$ cat config.mk
export PLATFORM = sky130hd
export DESIGN_NAME = reg_bank
export DESIGN_NICKNAME = d
export VERILOG_FILES = /design/src/rtl/reg_bank.sv
export SDC_FILE = /design/constraint.sdc
export NUM_CORES = 1
export LEC_CHECK = 0
export BUFFER_PORTS_ARGS = -buffer_cell sky130_fd_sc_hd__clkbuf_2
export CAP_MARGIN = 20
export CELL_PAD_IN_SITES_DETAIL_PLACEMENT = 2
export CELL_PAD_IN_SITES_GLOBAL_PLACEMENT = 2
export CORE_ASPECT_RATIO = 0.6
export CORE_MARGIN = 10
export CORE_UTILIZATION = 39
export CTS_BUF_LIST = sky130_fd_sc_hd__clkbuf_8
export DETAILED_ROUTE_END_ITERATION = 6
export PLACE_DENSITY_LB_ADDON = 0.08
export SLEW_MARGIN = 20
export SYNTH_ARGS = -nofsm -noshare
export SYNTH_HDL_FRONTEND = slang
export SYNTH_SLANG_ARGS = --single-unit
$ cat constraint.sdc
create_clock -name clk -period 1.1 [get_ports clk]
set_input_delay 0.055 -clock clk [delete_from_list [all_inputs] [get_ports clk]]
set_output_delay 0.055 -clock clk [all_outputs]
set_load 0.01 [all_outputs]
$ cat src/rtl/reg_bank.sv
// Multi-port register bank: one write port, two registered read ports with
// write-first bypass and an optional hardwired-zero register 0.
module reg_bank #(
    parameter int unsigned width     = 8,
    parameter int unsigned addr_bits = 2,
    parameter bit          zero_r0   = 1'b1
) (
    input  logic                 clk,
    input  logic                 rst,
    input  logic                 we,
    input  logic [addr_bits-1:0] waddr,
    input  logic [width-1:0]     wdata,
    input  logic                 re,
    input  logic [addr_bits-1:0] raddr_a,
    input  logic [addr_bits-1:0] raddr_b,
    output logic [width-1:0]     rdata_a,
    output logic [width-1:0]     rdata_b,
    output logic                 rvalid
);

    localparam int unsigned depth = 2 ** addr_bits;

    logic [width-1:0] regs_q [depth];
    logic [width-1:0] regs_d [depth];
    logic [width-1:0] rdata_a_q, rdata_a_d;
    logic [width-1:0] rdata_b_q, rdata_b_d;
    logic             rvalid_q;

    // regs_d is the post-write view of the bank; reading from it gives the
    // write-first bypass and the forced-zero register 0 for free.
    always_comb begin
        regs_d = regs_q;
        if (we) begin
            regs_d[waddr] = wdata;
        end
        if (zero_r0) begin
            regs_d[0] = '0;
        end
    end

    always_comb begin
        rdata_a_d = rdata_a_q;
        rdata_b_d = rdata_b_q;
        if (re) begin
            rdata_a_d = regs_d[raddr_a];
            rdata_b_d = regs_d[raddr_b];
        end
    end

    always_ff @(posedge clk or negedge rst) begin
        if (!rst) begin
            regs_q    <= '{default: '0};
            rdata_a_q <= '0;
            rdata_b_q <= '0;
            rvalid_q  <= 1'b0;
        end else begin
            regs_q    <= regs_d;
            rdata_a_q <= rdata_a_d;
            rdata_b_q <= rdata_b_d;
            rvalid_q  <= re;
        end
    end

    assign rdata_a = rdata_a_q;
    assign rdata_b = rdata_b_q;
    assign rvalid  = rvalid_q;

endmodule

==> impl_results.md, run 1 <==
- Worst skew pair latency: 290 ps
- TritonCTS clock tree: yes
- Comb pwr share: 0.289
- Final worst slack: -0.463 ps
- Drt first-iter violations: 41
- Critical-path maximum fanout: 2
- GPL Wtd Cong: 0.780
- DP HPWL: 4690 um
- Pint: 0.00291 W
- Main flop type after synthesis: dfrtp_1
- Num Clock Sinks: 41
- Detailed-route wire length: 6840 um
- Overflow after GRT: 0
- Root buf cell: clkbuf_8
- Starting Density: 0.408
- # port buffers: 34
- Mean number of vias per cell: 5.33
- Worst path required time: 1260 ps
- Clock slew at reported path FFs: 80 ps
- Top delay family on crit path: flip-flops
- Via count: 1561
- Synth Area per Inst: 12.4 sq um
- Register area share after synthesis: 0.492
- Fin crit period: 1100 ps
- CP endpoint: rdata_b[2]
- CTS max path bufs: 2
- Vias in the first global route: 1778
- Yosys warnings: 0
- Tot GR Track Use: 0.153
- Async SR Flop Fraction: 1.00
- CP bufs+invs: 0
- Switching share of power: 0.306
- Unrepaired setup endpoints after global routing: true
- Max-Cap Viols: 0
- Fill count: 518
- Final Setup Violations: 1
- Area of the multi-input gates: 0.00105 sq mm
- Worst R2R Path Depth: 3
- Synth Register Bits: 41
- Largest net degree at the start of global routing: 42
- WS Path Type: flip-flop to flip-flop
- CP arrival: 1260 ps
- Number of synthesized flops with an enable pin: 0
- Synthesized cell area: 0.00208 sq mm
- Flop pwr share: 0.466
- Status: finished with violations
- # rows: 20
- Reg2reg end: rdata_b[2]
- Clk_skew: 5.36 ps
- Failing checks: negative setup slack
- Antenna violations before repair: 0
- Area of the core: 0.00510 sq mm
- Clock network fraction of design power: 0.245
- Placement Cell Area: 0.00250 sq mm
- Hold Path Depth: 2
- Static leakage: 1.22 nW
- Area grow syn2layout: 28.5%
- Fin nets: 245
- Share of post-route cells with drive strength above 1: 0.480
- Worst-margin pin slew: 697 ps
- Crit-path cells: mux2_2 -> a21oi_1 -> o21ai_1
- Crit path largest cell delay: 390 ps
- DRC errors left: 0
- Slack of the worst reg-to-reg path: -0.5 ps
- Post-synthesis cell type count: 25
- Post-Syn Instances: 168
- Avg WL per Cell: 23.4 um
- Tcrit/Tclk final: 1.00
- Final Cell Area: 0.00268 sq mm
- Slew headroom: 0.533
- Worst hold margin: 59.5 ps
- CP max stage cell: dfrtp_1
- Full die area: 0.00876 sq mm
- Fmax: 0.909 GHz
- Die Y-Extent: 76.6 um
- Crit path launch: regs_q[10]
- Power per cell area: 1560 mW/mm^2
- Syn nets: 186
- Antenna viol nets, final: 0
- Stages on worst setup path: 3
- Sequential cell area: 0.00103 sq mm
- RR Startpoint: regs_q[10]
- First-pass DRT Iterations: 4
- Sw power: 0.00128 W
- Die W: 114 um
- Slew Viols, Final: 0
- Max VDD drop: 0.000702 V
- Final Hold Viols: 0
- Wire length of the first global-routing pass: 10500 um
- CP endpoint kind: flip-flop
- Top Ports: 35
- Hold Crit Class: input port to flip-flop
- Startpoint Class: flip-flop
- N_diodes: 0
- TritonCTS Buffers: 5
- H-tree depth: 2
==> power by group through the flow <==
stage / Sequential [W] / Clock, W / Combinational, W
2_1_floorplan: 0.00198 / 0 / 0.000604
3_3_place_gp: 0.00195 / 0 / 0.00104
4_1_cts: 0.00195 / 0.00105 / 0.00111
5_1_grt: 0.00199 / 0.00113 / 0.00131
3_5_place_dp: 0.00198 / 0 / 0.00108
6_report: 0.00195 / 0.00103 / 0.00121
==> layout by cell type, fill, tap and decap left out, types with 2 or more instances in the layout <==
cell and instances:
clkbuf_8 6, mux2i_2 2, a21oi_1 16, dlygate4sd3_1 2
mux2_4 9, nand2_1 7, dfrtp_1 41, mux2_2 27
or2_1 2, buf_12 6, buf_4 16, nor2b_1 16
clkbuf_2 34, o211ai_1 4, mux2i_1 13, o21ai_1 11
==> sequential cells by signal, summed over array words and instances, names as in the netlist <==
name     count
regs_q      24
rdata_b      8
rvalid       1
rdata_a      8
==> kinds of logic after synthesis <==
group           Yosys count  share of synthesized area
compound gates           33                     0.0895
xor+xnor                  2                     0.0120
buf+inv                   6                     0.0174
flops                    41                      0.492
mux                      52                      0.286
simple gates             34                      0.103
==> how the worst min path moves through the flow <==
stage / to / from / slack (ps)
6_report: regs_q[21] / wdata[5] / 60
3_5_place_dp: regs_q[13] / rst / 50
2_1_floorplan: rdata_a[0] / rst / -240
5_1_grt: regs_q[20] / wdata[4] / 70
4_1_cts: regs_q[20] / wdata[4] / 60
3_3_place_gp: regs_q[13] / rst / 40
==> cells in the mapped netlist (all sizes together) (3+ instances only) <==
cell,count,share of area
buf,5,0.016
o211ai,4,0.014
o21ai,12,0.029
dfrtp,41,0.49
nand2,8,0.016
a21oi,16,0.038
mux2i,16,0.077
mux2,36,0.21
nor2,3,0.010
nor2b,16,0.048
==> repair_timing <==
| item | 4_1_cts | 5_1_grt |
|---|---|---|
| setup endpoints to repair | 0 | 5 |
| setup buffers | 0 | 5 |
| gates resized for setup | 0 | 6 |
| endpoints found under the hold margin | 42 | 0 |
| hold buffers | 2 | 0 |
==> layer usage <==
layer	vias to the layer above	share of wire	track usage
met3	5	0.041	0.0409
met5	-	0	0
li1	717	-	-
met2	29	0.48	0.236
met1	810	0.48	0.209
met4	0	0.0056	0.0312
==> stage by stage <==
stage	utilization	power, W	instances	setup slack, ps	TNS [ps]
final	0.525	0.00419	293	-0.463	-0.463
after global routing	0.525	0.00443	293	-48.7	-96.8
after CTS	0.512	0.00411	288	12.0	0
after detailed placement	0.490	0.00306	279	-139	-1370
after global placement	0.490	0.00299	279	-64.8	-542
after floorplan	-	0.00258	168	82.5	0
==> cell type report <==
type                    instances  area share
clock inverters                 1     0.00280
well taps                      66      0.0308
multi-input cells             121       0.392
flip-flops and latches         41       0.383
repair buffers                 58       0.161
clock buffers                   6      0.0308
Power figures use the tool's default switching activity.
==> run 2: changes to the inputs <==
CORE_MARGIN = 5   (was 10)
GPL_ROUTABILITY_DRIVEN = 0   (was unset)
==> run 2 against run 1 <==
  * The flow now finishes without violations
  * Register-to-register slack improved by 20 ps
  * Core utilization decreased by 0.42 points
  * Combinational power decreased by 7%
==> impl_results.md, run 2 (synthesized netlist as in run 1, its figures left out) <==
- Status: completed
- Sw power: 0.00131 W (+2.1%)
- Wire length of the first global-routing pass: 10400 um (-0.33%)
- Area of the core: 0.00510 sq mm (unchanged)
- DRC errors left: 0 (unchanged)
- DP Cell Count: 278 (-0.36%)
- TritonCTS Buffers: 5 (unchanged)
- Final TNS setup: 0 ps (+0.463 ps)
- Root buf cell: clkbuf_8
- Startpoint Class: flip-flop
- Switching share of power: 0.300 (-0.00548)
- Worst-margin pin slew: 656 ps (-41.0 ps)
- Power per cell area: 1640 mW/mm^2 (+4.8%)
- Max reg flops: 24 (unchanged)
- CP endpoint kind: flip-flop
- Avg WL per Cell: 22.3 um (-4.7%)
- CP arrival: 1250 ps (about the same)
- Full die area: 0.00695 sq mm (-21%)
- Reg2reg end: rdata_b[1]
- Via count: 1531 (-1.9%)
- WS Path Type: flip-flop to flip-flop
- First-pass DRT Iterations: 4 (unchanged)
- CTS max path bufs: 2 (unchanged)
- Clk_skew: 8.34 ps (+2.97 ps)
- DP HPWL: 4480 um (-4.6%)
- Detailed-route wire length: 6460 um (-5.7%)
- Worst R2R Path Depth: 3 (unchanged)
- Top Ports: 35 (unchanged)
- Die Y-Extent: 66.6 um (-13%)
- Max-Cap Viols: 0 (unchanged)
- Clock slew at reported path FFs: 100 ps (+20 ps)
- Critical-path maximum fanout: 3 (+1)
- Tcrit/Tclk final: 0.979 (-0.0211)
- Starting Density: 0.408 (unchanged)
- Worst path required time: 1280 ps (+20 ps)
- Worst skew pair latency: 300 ps (about the same)
- Vias in the first global route: 1802 (+1.3%)
- Mean number of vias per cell: 5.28 (-0.91%)
- Final Non-Filler Cells: 290 (-1.0%)
- Comb pwr share: 0.260 (-0.029)
- Worst hold margin: 59.8 ps (+0.300 ps)
- Die W: 104 um (-8.7%)
- Max VDD drop: 0.000786 V (+12%)
- Crit path launch: regs_q[1]
- Area grow syn2layout: 27.5%
- Slew headroom: 0.561 (+0.0274)
- Static leakage: 1.22 nW (-0.72%)
- Flop pwr share: 0.448 (-0.018)
- Slack of the worst reg-to-reg path: 20 ps (+20 ps)
- Pint: 0.00305 W (+4.8%)
- Tot GR Track Use: 0.196 (+0.0425)
- Share of post-route cells with drive strength above 1: 0.469 (-0.0114)
- Hold Crit Class: input port to flip-flop
- TritonCTS clock tree: yes
- Most frequent cells in the layout: dfrtp_1 (41), clkbuf_2 (34), mux2_2 (28)
- Final Setup Violations: 0 (-1)
- Fin nets: 241 (-1.6%)
- Drt first-iter violations: 40 (-2.4%)
- Fmax: 0.928 GHz (+2.2%)
- RR Startpoint: regs_q[1]
- CP endpoint: rdata_b[1]
- # port buffers: 34 (unchanged)
- Overflow after GRT: 0 (unchanged)
- Final Hold Viols: 0 (unchanged)
- Commonest non-fill, non-tap cell in the layout: dfrtp_1
- Antenna viol nets, final: 0 (unchanged)
- H-tree depth: 2 (unchanged)
- Largest net degree at the start of global routing: 42 (unchanged)
- Biggest register: regs_q
- Clock network fraction of design power: 0.291 (+0.046)
- Antenna violations before repair: 0 (unchanged)
- Fin crit period: 1080 ps (-23.2 ps)
- # rows: 20 (unchanged)
- Slew Viols, Final: 0 (unchanged)
- Unrepaired setup endpoints after global routing: true
- N_diodes: 0 (unchanged)
- Final Core Density: 0.520 (-0.00417)
- Num Clock Sinks: 41 (unchanged)
==> run 2: stage by stage <==
stage | power, W | area (sq um) | setup slack (ps)
2_1_floorplan | 0.00258 | 2080 | 82.5
3_3_place_gp | 0.00297 | 2490 | -40.1
3_5_place_dp | 0.00305 | 2490 | -113
4_1_cts | 0.00434 | 2630 | 19.6
5_1_grt | 0.00460 | 2660 | -36.3
6_report | 0.00435 | 2660 | 22.8
==> run 2: worst min-delay path by stage <==
stage	startpoint	end	slack, ps	cells after the start
final	wdata[4]	regs_q[20]	60	2
after global routing	wdata[0]	regs_q[16]	60	2
after CTS	wdata[4]	regs_q[20]	50	2
after detailed placement	rst	regs_q[5]	50	2
after global placement	rst	regs_q[5]	40	2
after floorplan	rst	rdata_a[0]	-240	0
==> run 2: cell type report <==
type | instances | area [sq um]
Sequential cell | 41 | 1030
Multi-Input combinational cell | 121 | 1040
Timing Repair Buffer | 54 | 400
Clock inverter | 3 | 42.5
Tap cell | 66 | 82.6
Clock buffer | 5 | 68.8
Fill cell | 510 | 2450
==> run 2: repair_timing <==
| action | in CTS | in global routing |
|---|---|---|
| hold buffers | 2 | 0 |
| endpoints found under the hold margin | 42 | 0 |
| endpoints found under the setup margin | 0 | 4 |
| buffers inserted | 0 | 2 |
| gates resized for setup | 0 | 4 |
==> run 2: power groups by stage <==
stage | sequential [W] | combinational, W | clock, W
after floorplan | 0.00198 | 0.000604 | 0
after global placement | 0.00195 | 0.00102 | 0
after detailed placement | 0.00198 | 0.00107 | 0
after CTS | 0.00195 | 0.00110 | 0.00128
after global routing | 0.00199 | 0.00124 | 0.00138
final | 0.00195 | 0.00113 | 0.00127
==> run 2: critical path, cell delays in order (launching register included) <==
cell and delay [ps]:
dfrtp_1 410, mux2_2 280, mux2i_1 190, o21ai_1 90
==> run 2: per-layer routing <==
metal  vias up  wire [um]  GRT usage
met5         -          0          0
met3         2        189     0.0474
met4         0          8     0.0258
li1        707          -          -
met1       800       3140      0.253
met2        22       3110      0.343
